`config.mk`:
```
export PLATFORM = sky130hd
export DESIGN_NAME = sat_narrow_16b_11b
export DESIGN_NICKNAME = d
export VERILOG_FILES = /design/src/rtl/sat_narrow_16b_11b.sv
export SDC_FILE = /design/constraint.sdc
export NUM_CORES = 1
export LEC_CHECK = 0
export CAP_MARGIN = 20
export CORE_MARGIN = 4
export CORE_UTILIZATION = 50
export CTS_BUF_LIST = sky130_fd_sc_hd__clkbuf_4
export CTS_CLUSTER_SIZE = 24
export DETAILED_ROUTE_END_ITERATION = 10
export PLACE_DENSITY = 0.82
export SYNTH_ARGS = -nofsm -noshare
export SYNTH_HDL_FRONTEND = slang
export SYNTH_SLANG_ARGS = --single-unit
```
`constraint.sdc`:
```
create_clock -name clk -period 1.85 [get_ports clk]
set_clock_uncertainty 0.2 [all_clocks]
set_input_delay 0.37 -clock clk [delete_from_list [all_inputs] [get_ports clk]]
set_output_delay 0.37 -clock clk [all_outputs]
set_load 0.03 [all_outputs]
```
`src/rtl/sat_narrow_16b_11b.sv`:
```
// sat_narrow_16b_11b: streaming 16b -> 11b signed narrowing unit.
// Two-stage elastic pipeline with valid/ready on both sides. It flags words
// that fall outside the 11b signed range and keeps a sticky flag and a
// saturating count of overflow words that leave the unit.
//
// Build option: define SAT_NARROW_SATURATE_EN to clamp overflow words to
// +1023 or -1024. Without it, overflow words are truncated (wrap-around).
//
// Ports:
//   clk, rst             clock; synchronous active-high reset
//   in_valid/in_ready    upstream handshake (in_ready is combinational)
//   in_data[15:0]        two's-complement source value
//   out_valid/out_ready  downstream handshake
//   out_data[10:0]       narrowed value
//   out_ovf              the current output word was out of range
//   clr_ovf              clear ovf_sticky and ovf_count
//   ovf_sticky           an overflow word has been delivered since reset or clear
//   ovf_count[CNT_W-1:0] number of overflow words delivered (saturating)
module sat_narrow_16b_11b #(
  parameter int unsigned CNT_W = 8
) (
  input  logic             clk,
  input  logic             rst,
  input  logic             in_valid,
  output logic             in_ready,
  input  logic [15:0]      in_data,
  output logic             out_valid,
  input  logic             out_ready,
  output logic [10:0]      out_data,
  output logic             out_ovf,
  input  logic             clr_ovf,
  output logic             ovf_sticky,
  output logic [CNT_W-1:0] ovf_count
);

  localparam int unsigned IN_W  = 16;
  localparam int unsigned OUT_W = 11;
  // The upper bits plus the new sign bit must all match the source sign.
  localparam int unsigned HI_W  = IN_W - OUT_W + 1;
  localparam logic [CNT_W-1:0] CNT_MAX = '1;

  logic             s1_valid;
  logic [IN_W-1:0]  s1_data;
  logic             s1_fits;
  logic [OUT_W-1:0] s1_narrow;
  logic             s2_free;
  logic             in_xfer;
  logic             out_xfer;
  logic             ovf_evt;

  // S2 can take a word when it is empty or its word leaves this cycle.
  assign s2_free  = ~out_valid | out_ready;
  assign in_ready = ~s1_valid | s2_free;
  assign in_xfer  = in_valid & in_ready;
  assign out_xfer = out_valid & out_ready;
  assign ovf_evt  = out_xfer & out_ovf;

  // Range check and narrowing of the S1 word.
  always_comb begin
    s1_fits   = (s1_data[IN_W-1 -: HI_W] == {HI_W{s1_data[IN_W-1]}});
    s1_narrow = s1_data[OUT_W-1:0];
`ifdef SAT_NARROW_SATURATE_EN
    if (!s1_fits) begin
      s1_narrow = s1_data[IN_W-1] ? {1'b1, {(OUT_W-1){1'b0}}}
                                  : {1'b0, {(OUT_W-1){1'b1}}};
    end
`endif
  end

  // Stage 1: registers the raw source word.
  always_ff @(posedge clk) begin
    if (rst) begin
      s1_valid <= 1'b0;
      s1_data  <= '0;
    end else begin
      // in_ready means S1 is either empty or moving on, so it is refilled.
      if (in_ready) s1_valid <= in_valid;
      if (in_xfer)  s1_data  <= in_data;
    end
  end

  // Stage 2: output registers.
  always_ff @(posedge clk) begin
    if (rst) begin
      out_valid <= 1'b0;
      out_data  <= '0;
      out_ovf   <= 1'b0;
    end else if (s2_free) begin
      out_valid <= s1_valid;
      if (s1_valid) begin
        out_data <= s1_narrow;
        out_ovf  <= ~s1_fits;
      end
    end
  end

  // Overflow status; a new event takes precedence over a clear.
  always_ff @(posedge clk) begin
    if (rst) begin
      ovf_sticky <= 1'b0;
      ovf_count  <= '0;
    end else if (ovf_evt) begin
      ovf_sticky <= 1'b1;
      if (clr_ovf) begin
        ovf_count <= CNT_W'(1);
      end else if (ovf_count != CNT_MAX) begin
        ovf_count <= ovf_count + CNT_W'(1);
      end
    end else if (clr_ovf) begin
      ovf_sticky <= 1'b0;
      ovf_count  <= '0;
    end
  end

endmodule

```
=== Word-level counts from Yosys, hierarchy flattened ===
Index checks and enable logic that the tools add are counted.

* Flip-flop bits (word level): 39
* Input bits: 21
* Output and inout bits: 23
* Logic and storage cells: 28

* Add/subtract/negate cells: 1
* Eq/ne operators: 2
* Muxes and demuxes: 6
* Bitwise operators: 8
* Reductions and logical operators: 4

{| class="wikitable"
|+ Operators by type and width
! cell !! count
|-
| $mux 8 || 4
|-
| $add 8x1->8 const B || 1
|-
| $ne 8x8->1 const B || 1
|-
| $eq 5x5->1 || 1
|-
| $reduce_and 2->1 || 2
|-
| $reduce_bool 2->1 || 2
|-
| $and 1x1->1 || 3
|-
| $not 1->1 || 3
|-
| $mux 1 || 2
|-
| $or 1x1->1 || 2
|}

=== Longest topological paths before layout ===
Gate-level depths: netlist (run 1).

* Word-level depth: 4
* Gate-level depth with buffers: 6
* Gate-level depth less buffers: 4

=== Least setup slack after synthesis (run 1) ===
No wires, ideal clock.

* Kind: register -> register
* Start: register ovf_count[1]
* End: register ovf_count[2]
* Path buffers: 0
* Stages on the path, launching flop included: 5
* Setup slack: 0.068 ns
* Setup time: 0.118 ns
* Clock period less this slack: 1.782 ns
* Required time: 1.532 ns
* Data arrival time: 1.464 ns
* Cell sequence: dfxtp_1 ha_1 nand4_1 o311a_1 mux2i_1

* Longest elaborated chain between the ends: 4
* Elaborated cells on any way between the ends: 7
* Those cells by class: add/sub: 1; eq/ne: 1; mux: 3; reduce/logical: 2

{| class="wikitable"
|+ Ends and longest elaborated chain
! item !! line !! text
|-
| start, declared || 33 || <nowiki>output logic [CNT_W-1:0] ovf_count</nowiki>
|-
| start signal, assigned || 107 || <nowiki>ovf_count <= ovf_count + CNT_W'(1);</nowiki>
|-
| $add 8x1->8 || 107 ||
|-
| $mux 8 || 106 || <nowiki>end else if (ovf_count != CNT_MAX) begin</nowiki>
|-
| $mux 8 || 104 || <nowiki>if (clr_ovf) begin</nowiki>
|-
| $mux 8 || 102 || <nowiki>end else if (ovf_evt) begin</nowiki>
|}

Parallel ways exist; a longest one is shown, timed or not. The select of a mux whose other input is x is not followed.
A chain may end at the register's enable or synchronous reset.

=== Final worst setup path (run 1) ===
* Start: register ovf_count[0]
* End: output ovf_count[0]

No word-level cell between the ends.

==> results of run 1 <==
==> state kept, by name (all words and copies together) (netlist names) <==
signal      flops
out_valid       1
ovf_sticky      1
s1_data        16
s1_valid        1
out_ovf         1
out_data       11
ovf_count       8
==> final cells by class <==
class,count,area [sq um]
fill,270,854.6
multi-input combinational,140,810.8
sequential,39,782.0
timing repair buffer,57,500.5
clock inverter,2,60.06
tap,44,55.05
clock buffer,6,45.04
inverter,5,20.02
==> stage by stage <==
stage,worst slack [ns],instances,total power [W],area (sq um),setup TNS (ns)
after CTS,0.02222,293,0.001795,2276,0
after global routing,0.01763,293,0.001852,2273,0
after floorplan,0.06805,198,0.0009968,1675,0
after global placement,-0.09919,285,0.001084,2198,-1.800
final,0.08305,293,0.001783,2273,0
after detailed placement,-0.2031,285,0.001087,2198,-2.462
==> cell families after synthesis <==
family | count (synthesis) | share of synthesized area [%]
buffers and inverters | 19 | 5.077
and+or+nand+nor | 64 | 20.46
muxes | 5 | 2.987
AOI/OAI and AO/OA | 70 | 24.12
DFF | 39 | 46.60
adders and majority gates | 1 | 0.7467
==> synth_stat cells, types with 3 or more instances <==
library cell  number
o21ai_1            3
or3_1              3
nand2_1           11
inv_1              4
buf_2              3
nand2b_1           3
nand3_1           31
clkbuf_1           8
mux2i_1            5
o21ai_0           26
a21oi_1           31
dfxtp_1           39
==> cell usage in the layout (no fill, tap or decap), drive strengths merged, types with 2 or more instances in the layout <==
cell	count
a2111oi	2
a21oi	31
and3	2
buf	15
bufinv	2
clkbuf	7
clkdlybuf4s50	19
dfxtp	39
dlygate4sd2	22
inv	4
mux2i	5
nand2	11
nand2b	3
nand3	32
nand4	2
nor2	2
nor2b	2
nor3	2
o21ai	29
o311a	2
o41ai	3
or3	3
==> metal layers <==
layer  up-vias  wire length [microns]
met4         0                     74
met2        49                   1877
met1       751                   1880
met5         -                      0
li1        820                      -
met3         6                    245
==> how the worst min path moves through the flow <==
stage                    start          end  slack (ns)  cells past startpoint
detailed placement  s1_data[0]  out_data[0]        0.25                      2
floorplan           s1_data[0]  out_data[0]        0.24                      2
finish              s1_data[0]  out_data[0]        0.27                      2
global route        s1_data[9]  out_data[9]        0.30                      2
global placement    s1_data[7]  out_data[7]        0.25                      2
CTS                 s1_data[0]  out_data[0]        0.27                      2
==> power breakdown <==
part / switching, W / internal [W]
registers: 0.0000178 / 0.000870
clock network: 0.000285 / 0.000436
logic: 0.0000919 / 0.0000819
total: 0.000395 / 0.00139
==> repair_timing <==
item,4_1_cts,5_1_grt
endpoints found under the hold margin,0,0
endpoints found under the setup margin,23,2
gates cloned,0,0
gates resized for setup,24,3
==> Flow_metrics.wiki, run 1 <==
{| class="wikitable"
! Metric !! Value
|-
| Count of flip-flops with a built-in enable after synthesis || 0
|-
| Crit Reg-Reg Startpoint || ovf_count[0]
|-
| Beginning of the critical path || ovf_count[0]
|-
| GR Util met3 || 5.952%
|-
| Wirelength per Cell || 13.91 microns
|-
| Die Span X || 65.89 microns
|-
| Clock-pin slew on the worst setup and hold paths || 0.12 ns
|-
| Overall routing resource usage || 20.59%
|-
| Number of nets with antenna violations after routing || 0
|-
| CP max-delay cell || dlygate4sd2_1
|-
| Series of cell instances along the critical path || dlygate4sd2_1
|-
| Sequential element share of the synthesized area || 46.60%
|-
| Starting DRT DRC Count || 140
|-
| Global placement routability congestion || 0.8384
|-
| Req. time, crit path || around 1.3 ns
|-
| Postcts setup bufs || 0
|-
| Total vias in the final route || 1,626
|-
| Clk Tree Root Cell || clkbuf_4
|-
| DIE AREA || 4341 sq um
|-
| Max-slew violation count || 0
|-
| Initial antenna violation count || 0
|-
| Reg2reg end || ovf_count[3]
|-
| Average cell area after synthesis || 8.461 sq um
|-
| Syn Inst Count || 198
|-
| Count of distinct cell types in the synthesized netlist || 37
|-
| Cell family contributing the most delay on the critical path || buffers and inverters
|-
| Static Leakage || 0.9053 nW
|-
| Largest net degree at the start of global routing || 31
|-
| Worst Path Class, Setup || register to output pin
|-
| Placed wire-length estimate || 2947 microns
|-
| Sinks on Clock Net || 39
|-
| Setup violation total in the final timing report || 0
|-
| Net count, final || 270
|-
| Post-layout util || 72.68%
|-
| Proportion of synthesized flip-flops having asynchronous set or reset || 0%
|-
| Worst min-delay path category || register to register
|-
| Worst-Skew Late Latency || approximately 0.36 ns
|-
| CTS tree || done
|-
| Max-capacitance violation count || 0
|-
| Fraction of the cycle the final worst path needs || 95.51%
|-
| Hold-fix buffers at CTS || 0
|-
| CP Data Arrival Time || 1.20 ns
|-
| Final critical delay including setup and external delays || 1.767 ns
|-
| Number of port buffers || 43
|-
| Cell area power density || 784.2 nW/um^2
|-
| Overflow left after global routing || 0
|-
| Area fraction of the dominant cell type after synthesis || 46.60%
|-
| Number of placement rows || 20
|-
| Final hold violations || 0
|-
| Destination of the critical timing path || ovf_count[0]
|-
| CTS buffer count || 5
|-
| FMAX || 0.5659 GHz
|-
| Synth top area cells || dfxtp_1 47%, a21oi_1 9.3%, nand3_1 9.3%
|-
| Count of pins on the block boundary || 44
|-
| CP max stage delay || roughly 0.43 ns
|-
| Depth of the critical timing path with buffers and inverters included || 1
|-
| Outcome || finished clean
|-
| Yosys warning count || 0
|-
| Final routed DRC violation total || 0
|-
| Max-slew headroom || 56.32%
|-
| Antenna diode instance count || 0
|-
| # H-tree levels || 2
|-
| GR met2 Demand/Resource || between 30% and 40%
|-
| Worst hold-check slack || 0.2705 ns
|-
| Global-route track usage on met1 || 26.02%
|-
| Number of buffer and inverter instances along the worst setup path || 1
|-
| Total routed wirelength || 4077 microns
|-
| Maximum vdd drop || 0.7693 mV
|-
| Effective utilization at floorplan || approximately 54%
|-
| Category of the worst setup path capture point || output pin
|-
| Category of the worst setup path launch point || register
|-
| Worst reg-to-reg setup slack || 0.13 ns
|-
| Worst-case clock buffer depth || 2
|-
| Global-route wire length before repair || just under 7000 microns
|-
| Measured slew at the worst slew-check pin || 0.6538 ns
|-
| Net count after synthesis || 220
|-
| Area overhead of the layout relative to synthesis || 35.70%
|-
| Post-synthesis cell area || 1675 sq um
|-
| Depth of the worst register-to-register path || 4
|-
| CP max FO || 5
|-
| Main synth FF type || dfxtp_1
|-
| Total of flip-flops plus latches after synthesis || 39
|-
| Floorplan die height || 65.89 microns
|-
| RSZ-0062 raised after global routing || false
|-
| Cell taking the most area after synthesis || dfxtp_1
|-
| Via density per instance || 5.549
|-
| Placeable Area || 3128 sq um
|-
| Vias in the first global route || 1,453
|-
| First-pass DRT Iterations || 4
|-
| Share of final-layout standard cells stronger than drive strength 1 || 12.85%
|-
| Busiest layer in global routing || met2
|}
No activity file was read; power rests on OpenSTA's default activity.
==> inputs of run 2 (changes only) <==
--- a/config.mk
+++ b/config.mk
@@ -12,6 +12,7 @@
 export CTS_CLUSTER_SIZE = 24
 export DETAILED_ROUTE_END_ITERATION = 10
 export PLACE_DENSITY = 0.82
+export SKIP_CTS_REPAIR_TIMING = 1
 export SYNTH_ARGS = -nofsm -noshare
 export SYNTH_HDL_FRONTEND = slang
 export SYNTH_SLANG_ARGS = --single-unit
==> Flow_metrics.wiki, run 2 (same netlist as run 1, synthesis figures left out) <==
{| class="wikitable"
! Metric !! Value
|-
| Count of pins on the block boundary || 44
|-
| Number of nets with antenna violations after routing || 0
|-
| Clock-pin slew on the worst setup and hold paths || 0.12 ns
|-
| Initial antenna violation count || 0
|-
| Maximum vdd drop || 0.7700 mV
|-
| Worst-Skew Late Latency || 0.36 ns
|-
| Max-slew violation count || 0
|-
| Total routed wirelength || 4147 microns
|-
| CTS tree || done
|-
| CP Data Arrival Time || 1.18 ns
|-
| Via density per instance || 5.532
|-
| Measured slew at the worst slew-check pin || ~0.65 ns
|-
| Max FFs per register || 16
|-
| CP max FO || 6
|-
| Sinks on Clock Net || 39
|-
| Final critical delay including setup and external delays || 1.751 ns
|-
| Floorplan die height || 65.89 microns
|-
| Placeable Area || roughly 3100 sq um
|-
| Max-slew headroom || 56.30%
|-
| FMAX || ~0.57 GHz
|-
| Depth of the worst register-to-register path || 4
|-
| Final hold violations || 0
|-
| Vias in the first global route || 1,452
|-
| Dpl ws || -0.2031 ns
|-
| Starting DRT DRC Count || between 100 and 150
|-
| Category of the worst setup path launch point || register
|-
| Req. time, crit path || 1.28 ns
|-
| Largest net degree at the start of global routing || 31
|-
| Max-capacitance violation count || 0
|-
| Clk Tree Root Cell || clkbuf_4
|-
| Category of the worst setup path capture point || output pin
|-
| Number of placement rows || 20
|-
| Die Span X || 65.89 microns
|-
| Leading cell types in the layout, fill and taps excluded || 38 x dfxtp_1, 31 x nand3_1, 31 x a21oi_1
|-
| Reg with most FFs || s1_data
|-
| Share of final-layout standard cells stronger than drive strength 1 || 12.45%
|-
| First-pass DRT Iterations || 4
|-
| Largest registers ranked by flip-flop count || s1_data x16, out_data x11, ovf_count x8
|-
| Wirelength per Cell || about 14 microns
|-
| RSZ-0062 raised after global routing || false
|-
| Setup violation total in the final timing report || 0
|-
| Final routed DRC violation total || 0
|-
| Worst Path Class, Setup || register to output pin
|-
| Area overhead of the layout relative to synthesis || 41.08%
|-
| Effective utilization at floorplan || 53.56%
|-
| CP max stage delay || 0.38 ns
|-
| Fillcell total || between 200 and 250
|-
| DIE AREA || approximately 4300 sq um
|-
| Outcome || finished clean
|-
| Setup tns final || 0 ns
|-
| Worst min-delay path category || register to register
|-
| Total vias in the final route || 1,621
|-
| Worst setup margin || 0.09925 ns
|-
| CTS buffer count || 5
|-
| Number of port buffers || 43
|-
| Static Leakage || 1.215 nW
|-
| CP max-delay cell || dfxtp_2
|-
| # H-tree levels || 2
|-
| Total power after layout || between 0.0015 and 0.002 W
|-
| Most common cell after layout, fill and taps aside || dfxtp_1
|-
| Hold Path Stages || 2
|-
| Antenna diode instance count || 0
|-
| Placed wire-length estimate || a little under 3000 microns
|-
| Global-route wire length before repair || about 6700 microns
|-
| Fraction of the cycle the final worst path needs || between 90% and 100%
|-
| Series of cell instances along the critical path || and3b_2 -> clkinv_2 -> buf_4
|-
| Overall routing resource usage || 20.55%
|-
| Net count, final || 270
|-
| Cell area power density || 756.0 nW/um^2
|-
| Overflow left after global routing || 0
|-
| Global placement routability congestion || about 0.84
|-
| Worst-case clock buffer depth || 2
|}
## run 2: changes by cell type in the layout (fill, tap and decap cells not counted), sizes merged
cell / delta
clkbuf: -1
dlymetal6s2s: +23
dlygate4sd2: -22
## run 2: report_power, final
group	internal (W)	switching [W]
Clock	0.000436	0.000284
Sequential	0.000870	0.0000178
Combinational	0.0000871	0.0000922
## run 2: area by class of cell
| class | instances | area [sq um] | area share [%] |
|---|---|---|---|
| Timing Repair Buffer | 57 | 590.6 | 24.99 |
| Inverter | 5 | 20.02 | 0.8470 |
| Clock inverter | 2 | 60.06 | 2.541 |
| Tap cell | 44 | 55.05 | 2.329 |
| Multi-Input combinational cell | 140 | 810.8 | 34.30 |
| Clock buffer | 6 | 45.04 | 1.906 |
| Sequential cell | 39 | 782.0 | 33.09 |
## run 2: path summary, 6_finish.rpt
check / start / to / slack (ns)
setup / recovery: out_valid / in_ready / 0.1
hold / removal: s1_data[0] / out_data[0] / 0.27
setup reg to reg: ovf_count[0] / ovf_count[3] / 0.13
hold reg to reg: s1_data[0] / out_data[0] / 0.27
## run 2: per-layer routing
| metal | up-vias | track usage [%] | wire length [microns] |
|---|---|---|---|
| met3 | 6 | 5.952 | 259 |
| li1 | 821 | - | - |
| met2 | 53 | 32.17 | 1913 |
| met5 | - | 0 | 0 |
| met1 | 741 | 25.92 | 1900 |
| met4 | 0 | 9.326 | 74 |
## run 2: metrics by stage
step	area [sq um]	utilization (%)	hold WS [ns]	instances
after floorplan	1675	-	0.2403	198
after CTS	2303	73.64	0.2697	293
after global routing	2364	75.56	0.2952	293
final	2364	75.56	0.2680	293
after global placement	2198	70.28	0.2481	285
after detailed placement	2198	70.28	0.2523	285
## run 2: worst max-delay path: cells and delay by family, from the launching register on
kind,cells,cell delay (ns)
buf+inv,2,0.24
simple gates,1,0.22
flops,1,0.38
==> inputs of run 3 (changes only) <==
--- a/config.mk
+++ b/config.mk
@@ -5,13 +5,12 @@
 export SDC_FILE = /design/constraint.sdc
 export NUM_CORES = 1
 export LEC_CHECK = 0
-export CAP_MARGIN = 20
 export CORE_MARGIN = 4
-export CORE_UTILIZATION = 50
+export CORE_UTILIZATION = 45
 export CTS_BUF_LIST = sky130_fd_sc_hd__clkbuf_4
 export CTS_CLUSTER_SIZE = 24
 export DETAILED_ROUTE_END_ITERATION = 10
-export PLACE_DENSITY = 0.82
+export PLACE_DENSITY = 0.78
 export SKIP_CTS_REPAIR_TIMING = 1
 export SYNTH_ARGS = -nofsm -noshare
 export SYNTH_HDL_FRONTEND = slang
==> constraint.sdc (replaced) <==
create_clock -name clk -period 1.6 [get_ports clk]
set_clock_uncertainty 0.2 [all_clocks]
set_input_delay 0.32 -clock clk [delete_from_list [all_inputs] [get_ports clk]]
set_output_delay 0.32 -clock clk [all_outputs]
set_load 0.03 [all_outputs]
==> Flow_metrics.wiki, run 3 (same netlist as run 1, synthesis figures left out) <==
{| class="wikitable"
! Metric !! Value
|-
| Largest registers ranked by flip-flop count || s1_data x16, out_data x11, ovf_count x8
|-
| Most common cell after layout, fill and taps aside || dfxtp_1
|-
| CP max FO || 3
|-
| Max-slew violation count || 0
|-
| Count of pins on the block boundary || 44
|-
| Area overhead of the layout relative to synthesis || 43.09%
|-
| DIE AREA || 4763 sq um
|-
| Sinks on Clock Net || 39
|-
| Starting DRT DRC Count || 193
|-
| Max FFs per register || 16
|-
| RSZ-0062 raised after global routing || true
|-
| Outcome || complete, but fails checks
|-
| Number of port buffers || 43
|-
| Internal power contribution || 0.001297 W
|-
| Clock-pin slew on the worst setup and hold paths || 0.11 ns
|-
| Worst min-delay path category || register to register
|-
| Initial antenna violation count || 0
|-
| Effective utilization at floorplan || 48.30%
|-
| Fraction of the cycle the final worst path needs || 101.4%
|-
| CTS tree || done
|-
| Final critical delay including setup and external delays || about 1.6 ns
|-
| Number of buffer and inverter instances along the worst setup path || 2
|-
| Leading cell types in the layout, fill and taps excluded || 33 x dfxtp_1, 31 x a21oi_1, 30 x nand3_1
|-
| Net count, final || 277
|-
| Final routed DRC violation total || 0
|-
| Static Leakage || 1.141 nW
|-
| Clock network fraction of total power || 28.5%
|-
| CTS buffer count || 5
|-
| Global-route wire length before repair || 6506 microns
|-
| Share of final-layout standard cells stronger than drive strength 1 || 21.48%
|-
| Switching power || 0.0004420 W
|-
| Number of placement rows || 21
|-
| Max-capacitance violation count || 0
|-
| Placed wire-length estimate || 2936 microns
|-
| # H-tree levels || 2
|-
| Cell area power density || 725.2 nW/um^2
|-
| Post-layout util || 69.12%
|-
| Overall routing resource usage || around 16%
|-
| Die Span X || 69.02 microns
|-
| Worst Path Class, Setup || register to output pin
|-
| Placeable Area || 3468 sq um
|-
| Total vias in the final route || 1,691
|-
| FMAX || 0.6162 GHz
|-
| Fraction of power spent switching nets || 25.42%
|-
| Overflow left after global routing || 0
|-
| CP max stage delay || 0.36 ns
|-
| Clk Tree Root Cell || clkbuf_4
|-
| Max-slew headroom || between 50 and 60%
|-
| Series of cell instances along the critical path || and3b_2 -> inv_4 -> buf_6
|-
| Category of the worst setup path launch point || register
|-
| Final hold violations || 0
|-
| Largest net degree at the start of global routing || 18
|-
| Vias in the first global route || 1,451
|-
| Global placement routability congestion || 0.9376
|-
| Measured slew at the worst slew-check pin || 0.6434 ns
|-
| Cell family contributing the most delay on the critical path || flip-flops
|-
| Category of the worst setup path capture point || output pin
|-
| Maximum vdd drop || between 0.5 and 0.6 mV
|-
| Worst-Skew Late Latency || roughly 0.33 ns
|-
| Combinational power share || 12.5%
|-
| Failing checks || negative setup slack
|-
| Via density per instance || 5.599
|-
| Reg with most FFs || s1_data
|-
| Req. time, crit path || ~1.1 ns
|-
| Fillcell total || 302
|-
| Number of nets with antenna violations after routing || 0
|-
| First-pass DRT Iterations || 4
|-
| CP Data Arrival Time || between 1 and 1.5 ns
|-
| Setup violation total in the final timing report || 1
|-
| Worst-case clock buffer depth || 2
|-
| Wirelength per Cell || 14.05 microns
|-
| Antenna diode instance count || 0
|-
| Worst setup margin || -0.02293 ns
|-
| Total routed wirelength || 4244 microns
|-
| Register share of total power || 59.0%
|-
| Floorplan die height || 69.02 microns
|-
| CP max-delay cell || dfxtp_4
|-
| Worst hold-check slack || 0.2763 ns
|}
==> run 3: cell count changes in the layout (fill, tap and decap cells not counted), moves of 2 or more <==
cell	before	now
dfxtp_2	1	5
buf_4	15	26
dfxtp_1	38	33
dlymetal6s2s_1	23	17
bufinv_16	2	0
==> run 3: cell type report <==
cell class / count / area, sq um / area share [%]
multi-input cells: 140 / 855.8 / 35.70
flip-flops and latches: 39 / 790.8 / 32.99
repair buffers: 64 / 614.3 / 25.63
well taps: 46 / 57.56 / 2.401
clock buffers: 6 / 45.04 / 1.879
inverters: 5 / 21.27 / 0.8873
clock inverters: 2 / 12.51 / 0.5219
==> run 3: path summary, 6_finish.rpt <==
| check | start | to | slack (ns) | cells past startpoint |
|---|---|---|---|---|
| min | ovf_sticky | ovf_sticky | 0.28 | 2 |
| max | out_valid | in_ready | -0.02 | 3 |
| max reg2reg | out_valid | out_data[6] | 0.07 | 3 |
| min reg2reg | ovf_sticky | ovf_sticky | 0.28 | 2 |
==> run 3: per-stage QoR <==
step / total power [W] / setup slack [ns] / TNS (ns) / std cells / area, sq um
2_1_floorplan: 0.001153 / -0.03999 / -0.03999 / 198 / 1679
3_3_place_gp: 0.001256 / -0.3103 / -9.911 / 292 / 2230
3_5_place_dp: 0.001261 / -0.3683 / -10.19 / 292 / 2230
4_1_cts: 0.001749 / -0.3297 / -5.089 / 300 / 2287
5_1_grt: 0.001821 / -0.07929 / -0.2308 / 302 / 2397
6_report: 0.001739 / -0.02293 / -0.02293 / 302 / 2397
==> run 3: per-layer routing <==
metal  share of wire, %  global-route usage, %
met5                  0                      0
met4               0.85                  6.074
met3                6.6                  4.215
met2                 45                  23.94
met1                 47                  22.67
==> run 3: power groups by stage <==
stage | combinational (W) | sequential, W | clock [W]
after detailed placement | 0.000211 | 0.00105 | 0
after global placement | 0.000209 | 0.00105 | 0
final | 0.000217 | 0.00103 | 0.000496
after global routing | 0.000236 | 0.00103 | 0.000555
after floorplan | 0.0000895 | 0.00106 | 0
after CTS | 0.000212 | 0.00103 | 0.000510
==> run 3: tightest hold or removal path, cell delays in order (launching register included) <==
cell	delay, ns
dfxtp_1	0.33
nand2b_1	0.06
a21oi_1	0.05
